**config.mk**
```make
export PLATFORM = sky130hd
export DESIGN_NAME = fetch_pc_unit_flat
export DESIGN_NICKNAME = d
export VERILOG_FILES = /design/src/rtl/fetch_pc_unit_if.sv /design/src/rtl/fetch_pc_unit.sv /design/src/flat_wrapper.sv
export SDC_FILE = /design/constraint.sdc
export NUM_CORES = 1
export LEC_CHECK = 0
export ABC_AREA = 1
export BUFFER_PORTS_ARGS = -buffer_cell sky130_fd_sc_hd__buf_2
export CORE_MARGIN = 2
export CORE_UTILIZATION = 33
export CTS_CLUSTER_SIZE = 40
export DETAILED_ROUTE_END_ITERATION = 10
export PLACE_DENSITY = 0.67
export SYNTH_ARGS = -nofsm -noshare
export SYNTH_HDL_FRONTEND = slang
export SYNTH_SLANG_ARGS = --single-unit
```
**constraint.sdc**
```tcl
create_clock -name clk -period 2.2 [get_ports clk]
set_clock_uncertainty 0.2 [all_clocks]
set_input_delay 0.22 -clock clk [delete_from_list [all_inputs] [get_ports clk]]
set_output_delay 0.22 -clock clk [all_outputs]
set_load 0.01 [all_outputs]
```
**src/rtl/fetch_pc_unit_if.sv**
```systemverilog
// Fetch-stage bus: hazard/redirect inputs, imem port, IF/ID outputs.
// slave = fetch stage, master = decode/hazard/imem side.
interface fetch_pc_unit_if;
  logic        stall;
  logic        flush;
  logic        branch_taken;
  logic [31:0] branch_offset;
  logic        jump;
  logic [25:0] jump_index;
  logic        jr;
  logic [31:0] jr_target;
  logic [31:0] pc_out;
  logic [31:0] instr_in;
  logic [31:0] if_instr;
  logic [31:0] if_pc4;
  logic        if_valid;
  logic        halted;

  modport slave (
    input  stall, flush,
    input  branch_taken, branch_offset,
    input  jump, jump_index,
    input  jr, jr_target,
    input  instr_in,
    output pc_out,
    output if_instr, if_pc4, if_valid,
    output halted
  );

  modport master (
    output stall, flush,
    output branch_taken, branch_offset,
    output jump, jump_index,
    output jr, jr_target,
    output instr_in,
    input  pc_out,
    input  if_instr, if_pc4, if_valid,
    input  halted
  );
endinterface

```
**src/rtl/fetch_pc_unit.sv**
```systemverilog
// MIPS fetch stage: PC, next-PC select, IF/ID register.
// HALT_AT_MEM_END_EN: halt on next PC past memory end instead of wrapping.
module fetch_pc_unit #(
  parameter int unsigned MEM_SIZE = 128,
  parameter logic [31:0] RESET_PC = 32'h0000_0000
) (
  input logic         clk,
  input logic         rst_n,
  fetch_pc_unit_if.slave bus
);

  typedef enum logic [1:0] {
    S_RESET,
    S_RUN,
    S_HALT
  } state_t;

  typedef struct packed {
    logic [31:0] instr;
    logic [31:0] pc4;
    logic        valid;
  } if_id_t;

  localparam logic [32:0] MEM_BYTES =
    33'(MEM_SIZE) * 33'd4;

  state_t      state_q, state_d;
  logic [31:0] pc_q, pc_d;
  if_id_t      ifid_q, ifid_d;

  logic [31:0] pc_seq;
  logic [31:0] next_pc;
  logic        redirect;
  logic        past_end;

  always_comb begin
    pc_seq   = pc_q + 32'd4;
    redirect = bus.jr | bus.jump
             | bus.branch_taken;
    if (bus.jr)
      next_pc = bus.jr_target & ~32'd3;
    else if (bus.jump)
      next_pc = {ifid_q.pc4[31:28],
                 bus.jump_index, 2'b00};
    else if (bus.branch_taken)
      next_pc = ifid_q.pc4
              + (bus.branch_offset << 2);
    else
      next_pc = pc_seq;
    past_end = {1'b0, next_pc} >= MEM_BYTES;
  end

  always_comb begin
    state_d = state_q;
    pc_d    = pc_q;
    ifid_d  = ifid_q;
    unique case (state_q)
      S_RESET: state_d = S_RUN;
      S_RUN: begin
        if (bus.stall) begin
          if (bus.flush) ifid_d.valid = 1'b0;
        end else begin
          ifid_d.instr = bus.instr_in;
          ifid_d.pc4   = pc_seq;
          ifid_d.valid = ~(bus.flush | redirect);
`ifdef HALT_AT_MEM_END_EN
          // last in-range PC stays on the bus
          if (past_end) state_d = S_HALT;
          else          pc_d    = next_pc;
`else
          if (past_end)
            pc_d = 32'({1'b0, next_pc} % MEM_BYTES);
          else
            pc_d = next_pc;
`endif
        end
      end
      S_HALT:  ifid_d.valid = 1'b0;
      default: state_d = S_RESET;
    endcase
  end

  always_ff @(posedge clk) begin
    if (!rst_n) begin
      state_q <= S_RESET;
      pc_q    <= RESET_PC;
      ifid_q  <= '0;
    end else begin
      state_q <= state_d;
      pc_q    <= pc_d;
      ifid_q  <= ifid_d;
    end
  end

  assign bus.pc_out   = pc_q;
  assign bus.if_instr = ifid_q.instr;
  assign bus.if_pc4   = ifid_q.pc4;
  assign bus.if_valid = ifid_q.valid;
`ifdef HALT_AT_MEM_END_EN
  assign bus.halted   = (state_q == S_HALT);
`else
  assign bus.halted   = 1'b0;
`endif

endmodule

```
**src/flat_wrapper.sv**
```systemverilog
// flat-port wrapper written by rule: the top's interface ports become plain ports
module fetch_pc_unit_flat 
#(
  parameter int unsigned MEM_SIZE = 128,
  parameter logic [31:0] RESET_PC = 32'h0000_0000
)
  (clk, rst_n, bus_stall, bus_flush, bus_branch_taken, bus_branch_offset, bus_jump, bus_jump_index, bus_jr, bus_jr_target, bus_instr_in, bus_pc_out, bus_if_instr, bus_if_pc4, bus_if_valid, bus_halted);
  fetch_pc_unit_if bus_i ();
  input logic clk;
  input logic rst_n;
  input wire logic [$bits(bus_i.stall)-1:0] bus_stall;
  input wire logic [$bits(bus_i.flush)-1:0] bus_flush;
  input wire logic [$bits(bus_i.branch_taken)-1:0] bus_branch_taken;
  input wire logic [$bits(bus_i.branch_offset)-1:0] bus_branch_offset;
  input wire logic [$bits(bus_i.jump)-1:0] bus_jump;
  input wire logic [$bits(bus_i.jump_index)-1:0] bus_jump_index;
  input wire logic [$bits(bus_i.jr)-1:0] bus_jr;
  input wire logic [$bits(bus_i.jr_target)-1:0] bus_jr_target;
  input wire logic [$bits(bus_i.instr_in)-1:0] bus_instr_in;
  output wire logic [$bits(bus_i.pc_out)-1:0] bus_pc_out;
  output wire logic [$bits(bus_i.if_instr)-1:0] bus_if_instr;
  output wire logic [$bits(bus_i.if_pc4)-1:0] bus_if_pc4;
  output wire logic [$bits(bus_i.if_valid)-1:0] bus_if_valid;
  output wire logic [$bits(bus_i.halted)-1:0] bus_halted;
  assign bus_i.stall = bus_stall;
  assign bus_i.flush = bus_flush;
  assign bus_i.branch_taken = bus_branch_taken;
  assign bus_i.branch_offset = bus_branch_offset;
  assign bus_i.jump = bus_jump;
  assign bus_i.jump_index = bus_jump_index;
  assign bus_i.jr = bus_jr;
  assign bus_i.jr_target = bus_jr_target;
  assign bus_i.instr_in = bus_instr_in;
  assign bus_pc_out = bus_i.pc_out;
  assign bus_if_instr = bus_i.if_instr;
  assign bus_if_pc4 = bus_i.if_pc4;
  assign bus_if_valid = bus_i.if_valid;
  assign bus_halted = bus_i.halted;
  fetch_pc_unit #(.MEM_SIZE(MEM_SIZE), .RESET_PC(RESET_PC)) u_core (.clk(clk), .rst_n(rst_n), .bus(bus_i));
endmodule
```
==> run metrics <==
CTS root buf=clkbuf_16; WL/cell=roughly 13 microns; Post-CTS Setup Bufs=0; worst path required time=~2200 ps; core area=around 13000 sq um; Top-Level Pins=roughly 230; Crit path depth=6; Final Wtd Congestion=about 0.85; async set-or-reset flop fraction in the synthesized netlist=0; Placed Cells=945; slowest cell delay on critical path=600 ps; CP max FO=3; Post-Place Setup Slack=between 150 and 200 ps; status=completed; GRT overflow=0; Area after DPL=5517 sq um; worst-margin pin slew=540.5 ps; FF+latch count, synth=98; Final nets=955; endpoint class of the critical path=flip-flop; area leader, netlist=dfxtp_1; main flop type after synthesis=dfxtp_1; critical path startpoint=u_core.bus.if_pc4[2]; clock latency on the worst-skew pair=350 ps; vias in the first global route=approximately 4400; Syn. warnings=0; share of cells above drive strength 1=0.2494; Sink Count=between 90 and 100; DP HPWL=9045 microns; CTS Buf Count=9; startpoint types=flip-flop; largest net degree at the start of global routing=between 60 and 70; Tmin final=2061 ps; Fill cells=roughly 1400; buffers added on ports=between 150 and 200; Max H-tree Level=3; R2R Setup Slk=140 ps; Total Routing Usage GR=0.1846; Post-Route WL=around 13000 microns; Critical R2R Capture=u_core.bus.pc_out[2]; cell chain of the critical path=ha_2 > o21ai_0 > a21oi_1 > a221oi_1 > dlygate4sd3_1 > a21oi_1; worst vdd ir=about 320 uV; max-cap violation count=0; Seq/Total Area, Yosys=0.4305; share of the synthesized area in the top cell type=0.4305; die area=between 10000 and 15000 sq um; Avg Inst Size Synth=7.187 sq um; initial antenna violation count=1; post-synthesis cell area=4557 sq um; Die Width=121.5 microns; Worst EP arrival=between 2000 and 2500 ps; final setup violation count=0; Ant. Diodes=0; Setup TNS Final=0 ps; Synthesized Nets=772; Initial Utilization=0.3414; cells after synthesis=634; area of the multi-input gates=2187 sq um; most common cell after layout, fill and taps aside=buf_2; Final Max Slew Viols=0; unique cell type count in the Yosys netlist=39; synth top area cells=dfxtp_1 (43%), nor2_1 (11%), o21ai_0 (7.2%); RR Startpoint=u_core.bus.if_pc4[2]; FP Rows=between 40 and 50; most used cell, CP=a21oi_1; Hold Crit Class=input pin to flip-flop; chip height=121.5 microns; worst hold margin=between 50 and 60 ps; Non-Filler Instances=about 1000; Via density=4.674; drt first pass iters=4; Worst-path clk slew=70 ps; pwr/cell area=approximately 640 nW/um^2; PnR worst setup slack=139.4 ps; R2R cell count=6; Top delay family on crit path=buffers and inverters; Post-synth EDFFs=0; ANT nets after route=0; Area Growth Syn to Fin=35.26%; Critical-path top delay cell=dlygate4sd3_1; fin area=6163 sq um; TritonCTS clock tree=yes; fin crit share=0.9366; total power=3.959 mW; Vias=4665; first-pass GRT wire length=21670 microns; drt first-iter violations=roughly 220; WP buf/inv=1; Max-slew headroom=0.6397; Register Area=1962 sq um; Peak Freq=between 0.4 and 0.5 GHz; Crit Path Category=flip-flop to flip-flop; Setup crit end=u_core.bus.pc_out[2]; post-layout util=0.4618; CTS max path bufs=2; most frequent cells in the layout=buf_2 (156), nor2_1 (134), dfxtp_1 (98); final hold vios=0; Pleak=3.026 nW; Post-route DRC=0
[state kept, by name, indices dropped and copies added (netlist names)]
signal	count
u_core.bus.if_instr	32
u_core.bus.pc_out	32
u_core.bus.if_pc4	32
u_core.state_q	1
u_core.bus.if_valid	1
[worst min path at each step]
| stage | from | endpoint | slack (ps) | depth (start not counted) |
|---|---|---|---|---|
| 2_1_floorplan | rst_n | u_core.state_q[0] | 110 | 1 |
| 3_3_place_gp | bus_flush | u_core.bus.if_valid | 220 | 2 |
| 3_5_place_dp | bus_flush | u_core.bus.if_valid | 230 | 2 |
| 4_1_cts | bus_jump_index[6] | u_core.bus.pc_out[8] | 50 | 5 |
| 5_1_grt | bus_jump_index[6] | u_core.bus.pc_out[8] | 60 | 5 |
| 6_report | bus_jump_index[6] | u_core.bus.pc_out[8] | 60 | 5 |
[worst reg2reg max path, stage by stage (launching register included)]
cell,delay (ps)
dfxtp_1,350
ha_2,270
o21ai_0,150
a21oi_1,60
a221oi_1,240
dlygate4sd3_1,600
a21oi_1,70
[synthesized netlist by cell type, types with 2 or more instances]
cell type,instances
a21oi_1,21
o211ai_1,2
nor3_4,2
nand2_1,75
nand3_1,37
nor2_1,135
inv_1,68
clkbuf_1,24
buf_4,4
nor2_4,3
dfxtp_1,98
nand2_2,6
nand4_1,11
xor2_1,13
xnor2_1,2
o221a_2,3
inv_2,2
o21ai_0,66
buf_1,2
nor3_1,32
ha_1,8
a221oi_1,2
o22ai_1,2
[per-layer routing]
| layer | global-route usage | share of wire | vias up |
|---|---|---|---|
| met3 | 0.03947 | 0.049 | 23 |
| li1 | - | - | 2409 |
| met1 | 0.2445 | 0.48 | 2114 |
| met5 | 0 | 0 | - |
| met2 | 0.2907 | 0.45 | 119 |
| met4 | 0.07902 | 0.025 | 0 |
[cells by family after synthesis]
| family | share of synthesized area |
|---|---|
| other cells | 0.0008229 |
| buf+inv | 0.09171 |
| simple gates | 0.3015 |
| xor+xnor | 0.02883 |
| compound gates | 0.1203 |
| fa+ha+maj | 0.02636 |
| flops | 0.4305 |
[repair_timing]
| action | 4_1_cts | 5_1_grt |
|---|---|---|
| endpoints found under the hold margin | 35 | 0 |
| endpoints found under the setup margin | 0 | 2 |
| gates resized for setup | 0 | 2 |
| hold buffers | 37 | 0 |
[final cells by class]
type / instances / share of cell area
inverters: 71 / 0.04324
well taps: 176 / 0.03573
clock buffers: 12 / 0.03999
repair buffers: 205 / 0.2034
flip-flops and latches: 98 / 0.3183
multi-input cells: 432 / 0.3549
clock inverters: 4 / 0.004466
[power breakdown]
part / switching [mW] / leakage (nW) / total (mW) / internal [mW]
clock network: 0.688 / 0.137 / 1.49 / 0.800
registers: 0.0504 / 0.803 / 1.91 / 1.86
logic: 0.315 / 2.09 / 0.563 / 0.248
total: 1.05 / 3.03 / 3.96 / 2.91
(Power assumes the default switching activity.)
